[src/rtl/muldiv_unit.sv]
// Iterative RV32M multiply/divide unit: radix-2 shift-add multiply and restoring
// divide on operand magnitudes, with the sign correction applied when the result is written.
module muldiv_unit #(
  parameter int DATA_WIDTH = 32
) (
  input  logic                  clk,
  input  logic                  reset,
  input  logic                  start,
  input  logic [2:0]            Funct3,
  input  logic [DATA_WIDTH-1:0] SrcA,
  input  logic [DATA_WIDTH-1:0] SrcB,
  input  logic                  flush,
  output logic                  busy,
  output logic                  done,
  output logic [DATA_WIDTH-1:0] MulDivResult
);

  localparam int W  = DATA_WIDTH;
  localparam int CW = $clog2(W + 1);

  typedef enum logic [1:0] {IDLE = 2'd0, CALC = 2'd1, DONE = 2'd2} state_t;

  state_t          state_r, state_nxt_s;
  logic [2:0]      op_r;
  logic [W-1:0]    opnd_r;
  logic [2*W-1:0]  acc_r, acc_nxt_s;
  logic            neg_a_r, neg_b_r, div_zero_r;
  logic [CW-1:0]   cnt_r;
  logic            signed_a_s, signed_b_s, sign_a_s, sign_b_s;
  logic [W-1:0]    a_mag_s, b_mag_s, res_s;
  logic [W:0]      add_s, rem_shift_s, diff_s;
  logic [2*W-1:0]  prod_s;
  logic            accept_s, iterate_s;

  function automatic logic [W-1:0] neg_w(input logic [W-1:0] x);
    return {W{1'b0}} - x;
  endfunction

  function automatic logic [2*W-1:0] neg_2w(input logic [2*W-1:0] x);
    return {(2*W){1'b0}} - x;
  endfunction

  assign accept_s  = (state_r != CALC) && start && !flush;
  assign iterate_s = (state_r == CALC) && !flush;

  // Operand signedness per opcode and magnitudes taken at accept
  always_comb begin
    signed_a_s = 1'b0;
    signed_b_s = 1'b0;
    case (Funct3)
      3'b000, 3'b001, 3'b100, 3'b110: begin signed_a_s = 1'b1; signed_b_s = 1'b1; end
      3'b010:                         begin signed_a_s = 1'b1; signed_b_s = 1'b0; end
      default:                        begin signed_a_s = 1'b0; signed_b_s = 1'b0; end
    endcase
  end

  assign sign_a_s = SrcA[W-1] & signed_a_s;
  assign sign_b_s = SrcB[W-1] & signed_b_s;
  assign a_mag_s  = sign_a_s ? neg_w(SrcA) : SrcA;
  assign b_mag_s  = sign_b_s ? neg_w(SrcB) : SrcB;

  // acc holds {high, multiplier} for multiply and {remainder, quotient} for divide
  assign add_s       = {1'b0, acc_r[2*W-1:W]} + (acc_r[0] ? {1'b0, opnd_r} : {(W+1){1'b0}});
  assign rem_shift_s = acc_r[2*W-1:W-1];
  assign diff_s      = rem_shift_s - {1'b0, opnd_r};

  // One shift-add or shift-subtract step
  always_comb begin
    acc_nxt_s = acc_r;
    if (!op_r[2]) begin
      acc_nxt_s = {add_s, acc_r[W-1:1]};
    end else if (!diff_s[W]) begin
      acc_nxt_s = {diff_s[W-1:0], acc_r[W-2:0], 1'b1};
    end else begin
      acc_nxt_s = {rem_shift_s[W-1:0], acc_r[W-2:0], 1'b0};
    end
  end

  assign prod_s = (neg_a_r ^ neg_b_r) ? neg_2w(acc_nxt_s) : acc_nxt_s;

  // Final result selection with sign fix and divide-by-zero override
  always_comb begin
    res_s = {W{1'b0}};
    case (op_r)
      3'b000:                 res_s = prod_s[W-1:0];
      3'b001, 3'b010, 3'b011: res_s = prod_s[2*W-1:W];
      3'b100, 3'b101: begin
        if (div_zero_r) res_s = {W{1'b1}};
        else if (neg_a_r ^ neg_b_r) res_s = neg_w(acc_nxt_s[W-1:0]);
        else res_s = acc_nxt_s[W-1:0];
      end
      3'b110, 3'b111: begin
        if (neg_a_r) res_s = neg_w(acc_nxt_s[2*W-1:W]);
        else res_s = acc_nxt_s[2*W-1:W];
      end
      default:                res_s = {W{1'b0}};
    endcase
  end

  // State register
  always_ff @(posedge clk) begin
    if (reset) state_r <= IDLE;
    else       state_r <= state_nxt_s;
  end

  // Next-state logic
  always_comb begin
    state_nxt_s = state_r;
    case (state_r)
      IDLE: begin
        if (accept_s) state_nxt_s = CALC;
        else          state_nxt_s = IDLE;
      end
      CALC: begin
        if (flush)                  state_nxt_s = IDLE;
        else if (cnt_r == CW'(1))   state_nxt_s = DONE;
        else                        state_nxt_s = CALC;
      end
      DONE: begin
        if (accept_s) state_nxt_s = CALC;
        else          state_nxt_s = IDLE;
      end
      default: state_nxt_s = IDLE;
    endcase
  end

  // Outputs decoded from state only
  always_comb begin
    busy = 1'b0;
    done = 1'b0;
    case (state_r)
      CALC:    busy = 1'b1;
      DONE:    done = 1'b1;
      default: begin busy = 1'b0; done = 1'b0; end
    endcase
  end

  // Operand capture, iteration and result register
  always_ff @(posedge clk) begin
    if (reset) begin
      op_r         <= 3'b000;
      opnd_r       <= {W{1'b0}};
      acc_r        <= {(2*W){1'b0}};
      neg_a_r      <= 1'b0;
      neg_b_r      <= 1'b0;
      div_zero_r   <= 1'b0;
      cnt_r        <= {CW{1'b0}};
      MulDivResult <= {W{1'b0}};
    end else if (accept_s) begin
      op_r       <= Funct3;
      neg_a_r    <= sign_a_s;
      neg_b_r    <= sign_b_s;
      div_zero_r <= (SrcB == {W{1'b0}});
      cnt_r      <= CW'(W);
      opnd_r     <= Funct3[2] ? b_mag_s : a_mag_s;
      acc_r      <= {{W{1'b0}}, (Funct3[2] ? a_mag_s : b_mag_s)};
    end else if (iterate_s) begin
      acc_r <= acc_nxt_s;
      cnt_r <= cnt_r - CW'(1);
      if (cnt_r == CW'(1)) MulDivResult <= res_s;
    end
  end

endmodule

[config.mk]
export PLATFORM = sky130hd
export DESIGN_NAME = muldiv_unit
export DESIGN_NICKNAME = d
export VERILOG_FILES = /design/src/rtl/muldiv_unit.sv
export SDC_FILE = /design/constraint.sdc
export NUM_CORES = 1
export LEC_CHECK = 0
export BUFFER_PORTS_ARGS = -buffer_cell sky130_fd_sc_hd__buf_2
export CORE_ASPECT_RATIO = 0.5
export CORE_MARGIN = 1
export CORE_UTILIZATION = 55
export DETAILED_ROUTE_END_ITERATION = 7
export PLACE_DENSITY = 0.84
export SLEW_MARGIN = 15
export SYNTH_ARGS = -nofsm -noshare
export SYNTH_HDL_FRONTEND = slang
export SYNTH_SLANG_ARGS = --single-unit
export TNS_END_PERCENT = 10
[constraint.sdc]
create_clock -name clk -period 11.25 [get_ports clk]
set_input_delay 1.125 -clock clk [delete_from_list [all_inputs] [get_ports clk]]
set_output_delay 1.125 -clock clk [all_outputs]
set_load 0.005 [all_outputs]
== Word-level counts from Yosys, hierarchy flattened ==
Cells that the tools add are included.

* Latch bits: 0
* Bits in registers: 142
* Output and inout port bits: 34
* ROM bits: 0
* Memories kept: 0
* Memory bits (writable): 0
* Logic and storage cells: 79

* Add/sub/neg operators: 8
* Shift-type cells: 0
* Bitwise gates (word level): 4
* Multiplexer cells: 24
* Reduce and logical (&&, ||, !) cells: 17
* Equality and inequality tests: 15
* Magnitude comparators: 0
* $mul: 0
* Divide/modulo/power cells: 0

{| class="wikitable"
|+ Operators by type and width
! operator !! number
|-
| two-way mux 32 bit || 10
|-
| two-way mux 64 bit || 3
|-
| one-hot mux 32 bit (4 select lines) || 1
|-
| subtractor 1 x 32 -> 32 bit (first input constant) || 4
|-
| subtractor 1 x 64 -> 64 bit (first input constant) || 1
|-
| adder 32 x 32 -> 33 bit || 1
|-
| subtractor 33 x 32 -> 33 bit || 1
|-
| zero test 32 bit || 1
|-
| equality test 3 bit (second input constant) || 6
|-
| two-way mux 6 bit || 2
|-
| equality test 3 x 2 -> 1 bit (second input constant) || 3
|-
| OR reduction 2 bit || 4
|-
| equality test 3 x 1 -> 1 bit (second input constant) || 2
|-
| equality test 6 x 1 -> 1 bit (second input constant) || 1
|-
| zero test 3 bit || 2
|-
| subtractor 6 x 1 -> 6 bit (second input constant) || 1
|-
| two-way mux 1 bit || 5
|-
| OR reduction 5 bit || 1
|-
| two-way mux 2 bit || 2
|-
| one-hot mux 2 bit (2 select lines) || 1
|-
| OR reduction 4 bit || 1
|-
| logical AND 1 bit || 3
|-
| AND reduction 3 bit || 1
|-
| OR reduction 3 bit || 1
|-
| 9 further kinds || 10
|}

== Longest topological paths before layout ==
* Depth after elaboration: 7
* Gate-level depth with buffers: 23
* Depth with buffers taken out: 23

== Worst setup path before layout ==
Ideal clock, no wire load.

* Path kind: register -> register
* From: reg acc_r[31]
* To: reg MulDivResult[24]
* Buffers on the path: 1
* Cell stages (with the launch flop): 21
* Slack: 5.955 ns
* Required time: 11.133 ns
* Arrival: 5.178 ns
* Cell sequence: dfxtp_1 -> inv_1 -> ha_1 -> fa_1 -> nand2b_1 -> a21oi_1 -> o21ai_0 -> a211oi_2 -> nor4_1 -> nor2_2 -> clkbuf_1 -> a21oi_1 -> a21oi_1 -> ha_1 -> o2111ai_1 -> nor4_1 -> nand4_1 -> o31ai_1 -> xor2_1 -> a221o_1 -> a22o_1

* Word-level cells in the longest chain between the ends: 7
* Elaborated cells between the ends (all ways): 11

{| class="wikitable"
|+ Ends and longest elaborated chain
! what !! RTL line !! text
|-
| start, declared || 26 || <nowiki>logic [2*W-1:0] acc_r, acc_nxt_s;</nowiki>
|-
| start signal, assigned || 143 || <nowiki>acc_r <= {(2*W){1'b0}};</nowiki>
|-
| start signal, assigned || 156 || <nowiki>acc_r <= {{W{1'b0}}, (Funct3[2] ? a_mag_s : b_mag_s)};</nowiki>
|-
| start signal, assigned || 158 || <nowiki>acc_r <= acc_nxt_s;</nowiki>
|-
| subtractor 33 x 32 -> 33 bit || 65 || <nowiki>assign diff_s = rem_shift_s - {1'b0, opnd_r};</nowiki>
|-
| two-way mux 64 bit || 72 || <nowiki>end else if (!diff_s[W]) begin</nowiki>
|-
| two-way mux 64 bit (*) || 70 || <nowiki>if (!op_r[2]) begin</nowiki>
|-
| subtractor 1 x 32 -> 32 bit || 36 || <nowiki>return {W{1'b0}} - x;</nowiki>
|-
| two-way mux 32 bit || 89 || <nowiki>else if (neg_a_r ^ neg_b_r) res_s = neg_w(acc_nxt_s[W-1:0]);</nowiki>
|-
| two-way mux 32 bit || 88 || <nowiki>if (div_zero_r) res_s = {W{1'b1}};</nowiki>
|-
| one-hot mux 32 bit (4 select lines) (*) || 84 || <nowiki>case (op_r)</nowiki>
|-
| end signal, assigned || 148 || <nowiki>MulDivResult <= {W{1'b0}};</nowiki>
|-
| end signal, assigned || 160 || <nowiki>if (cnt_r == CW'(1)) MulDivResult <= res_s;</nowiki>
|-
| end, declared || 15 || <nowiki>output logic [DATA_WIDTH-1:0] MulDivResult</nowiki>
|}

Mark *: on every way between the ends. The rest lies on a longest branch, timed or not.
A chain may end at the register's enable or synchronous reset.

== Worst setup path in the final report ==
* From: reg acc_r[31]
* To: reg MulDivResult[30]

The elaborated chain is that of the path after synthesis.

==> impl_metrics.yaml <==
setup_path:
  rrSetupSlack_ps: 4550
  critPathArrivalTime_ps: 7060
  start_kind: "flip-flop"
  crit_fanout: 22
  crit_path_end_kind: "flip-flop"
  crit_required_ps: 11610
  worstSetupPathType: "reg -> reg"
yosys:
  postSynthCellCount: 2281
  synth-async-reset-ratio: 0
  synthFlopType: "dfxtp_1"
  yosysUniqueCellTypes: 84
  synth_common_cells: "288 x nand2_1, 251 x a21oi_1, 232 x nor2_1"
  synth_fp_nets: 2424
  ys_seq_elements: 142
  avgSynthCellArea_um2: 6.813
  synth_seq_area_share: 0.1829
  netlist_area_mm2: 0.01554
  synth_top_cell_area_share: 0.1829
  ys_warn_count: 0
  synth.largest_area_cell: "dfxtp_1"
  yosysMostFrequentCell: "nand2_1"
  synth_edf_count: 0
  synthTopCellsByArea: "dfxtp_1 18%, a21oi_1 8.1%, nand2_1 7.0%"
floorplan:
  dieArea_mm2: 0.02897
  row_count: 43
  start_util: 0.5608
  ios: 105
  dieWidth_um: 239.7
  core_mm2: 0.02771
  chipHeight_um: 120.9
layout:
  drive_gt1_frac: 0.09520
  multi_input_area_mm2: 0.01194
  num-nets-final: 2441
  regArea_mm2: 0.002846
  n_fill_cell: 2611
  syn_to_final_growth_pct: 8.921
global_routing:
  overflow: 0
  grt_pass1_wl_um: 94990
  grt_pass1_vias: 16150
  antenna_found_initial: 2
  grt_max_degree: 87
  grtUsageTotal: 0.4316
sta:
  max_slew_margin: 0.1659
  tightest_slew_ps: 1244
  fin_crit_sh: 0.5955
  fin_skew_ps: 16.47
  maxClockFrequency_mhz: 149.3
  rsz0062_at_grt: "false"
  tns_ps: 0
  setup_ws_ps: 4550
  slew_viol_final: 0
  setup_viol_count_final: 0
  hold_viol: 0
  post-route-min-period_ps: 6700
power:
  powerDensity_mw_per_mm2: 103.7
  leakagePower_uw: 0.006527
  ir_worst_vdd_v: 0.00008142
detailed_routing:
  drc_errors: 0
  routed.top_layer: "met5"
  antenna_left: 0
  wl_um: 62530
  vias_per_cell: 6.706
  initialDrtViolationCount: 2522
  wl_met1_um: 26570
  dr.pass1.iters: 6
  met3_length_um: 9154
  vias: 18070
  wl_met2_um: 24920
  wl_per_cell_um: 23.21
clock_tree:
  clock_path_buffers: 2
  insertion_delay_ps: 470
  postCtsHoldBufs: 0
  cts-buffers-inserted: 17
  cts_tree: "yes"
  cts_max_level: 4
  path_clk_slew_ps: 80
  cts_resized: 0
  clock_sinks: 142
  post-cts-setup-buffer-count: 0
  cts_root_buffer: "clkbuf_16"
placed_design:
  hpwl_um: 47440
  place_ws_ps: 4823
  place_congestion: 1.073
  port_buffers: 104
run:
  max_cap_violations: 0
hold_path:
  hold_class: "reg -> reg"
status:
  outcome: "completed"
worst paths after layout:
path,startpoint,endpoint,depth (start not counted)
hold / removal,MulDivResult[8],MulDivResult[8],1
setup / recovery,acc_r[31],MulDivResult[30],19
setup reg to reg,acc_r[31],MulDivResult[30],19
hold reg to reg,MulDivResult[8],MulDivResult[8],1
state kept, by name, indices dropped and copies added (netlist names):
name,cells
opnd_r,32
state_r,2
op_r,3
MulDivResult,32
neg_a_r,1
cnt_r,6
acc_r,64
div_zero_r,1
neg_b_r,1
cells by family after synthesis:
group,count (synthesis),share of synthesized area
DFF,142,0.1829
muxes,39,0.02585
xor gates and xnor gates,176,0.09919
AOI/OAI and AO/OA,759,0.3152
and+or+nand+nor,879,0.2647
buffers and inverters,214,0.05322
adders and majority gates,72,0.05894
worst max-delay path, stage by stage, from the launching register on:
cell and delay (ps):
dfxtp_1 430, inv_1 70, ha_1 200, fa_1 410
nand2b_1 180, a21oi_1 320, o21ai_0 340, a211oi_2 460
o31a_1 750, nor3_2 320, a21oi_1 260, ha_1 250
o211ai_1 230, nor4_1 580, and3_1 490, nand4_1 320
o41ai_2 420, xnor2_1 160, a221oi_1 100, nor4_1 310
per-layer routing:
layer  vias up  track usage
met5         -            0
met4         2       0.1466
met3       156       0.1447
met2      1105       0.6111
met1      8410       0.6037
li1       8393            -
per-stage QoR:
stage	instance area, um2	utilization	hold slack [ps]	total power (uW)	std cells
6_report	16930	0.6109	455.4	1755	2694
5_1_grt	16920	0.6108	485.5	1817	2693
4_1_cts	16910	0.6103	459.2	1726	2693
3_5_place_dp	16320	0.5890	441.6	1145	2661
3_3_place_gp	16320	0.5890	429.8	1141	2661
2_1_floorplan	15540	-	434.5	966.9	2281
power by group:
part           switching [uW]  leakage (uW)  internal (uW)  total [uW]
Combinational             414       0.00509            203         617
Clock                     273      0.000285            316         588
Sequential               28.7       0.00115            521         549
Total                     716       0.00653           1040        1750
layout by cell type (no fill, tap or decap), drive strengths merged, types with 10 or more instances in the layout:
cell,n
o21ai,134
o21a,13
xor2,78
a21o,21
and2,55
a221oi,17
a211oi,53
nand4,23
nand2b,21
clkbuf,17
and3,15
o311ai,10
mux2i,30
nand2,289
a31oi,37
nor4,21
nor3,94
dfxtp,142
ha,70
xnor2,98
or2,11
nor2b,11
o31ai,29
inv,81
nor2,233
a2111oi,10
or3,26
nand3,46
o221ai,12
o211ai,74
buf,141
a311oi,10
a21oi,251
area by class of cell:
| class | count | area share |
|---|---|---|
| multi-input cells | 1925 | 0.7057 |
| flip-flops and latches | 142 | 0.1682 |
| repair buffers | 141 | 0.04716 |
| well taps | 382 | 0.02824 |
| clock buffers | 17 | 0.02513 |
| inverters | 71 | 0.01575 |
| clock inverters | 15 | 0.009758 |
| diodes | 1 | 0.0001478 |
No activity file was read; power rests on OpenSTA's default activity.
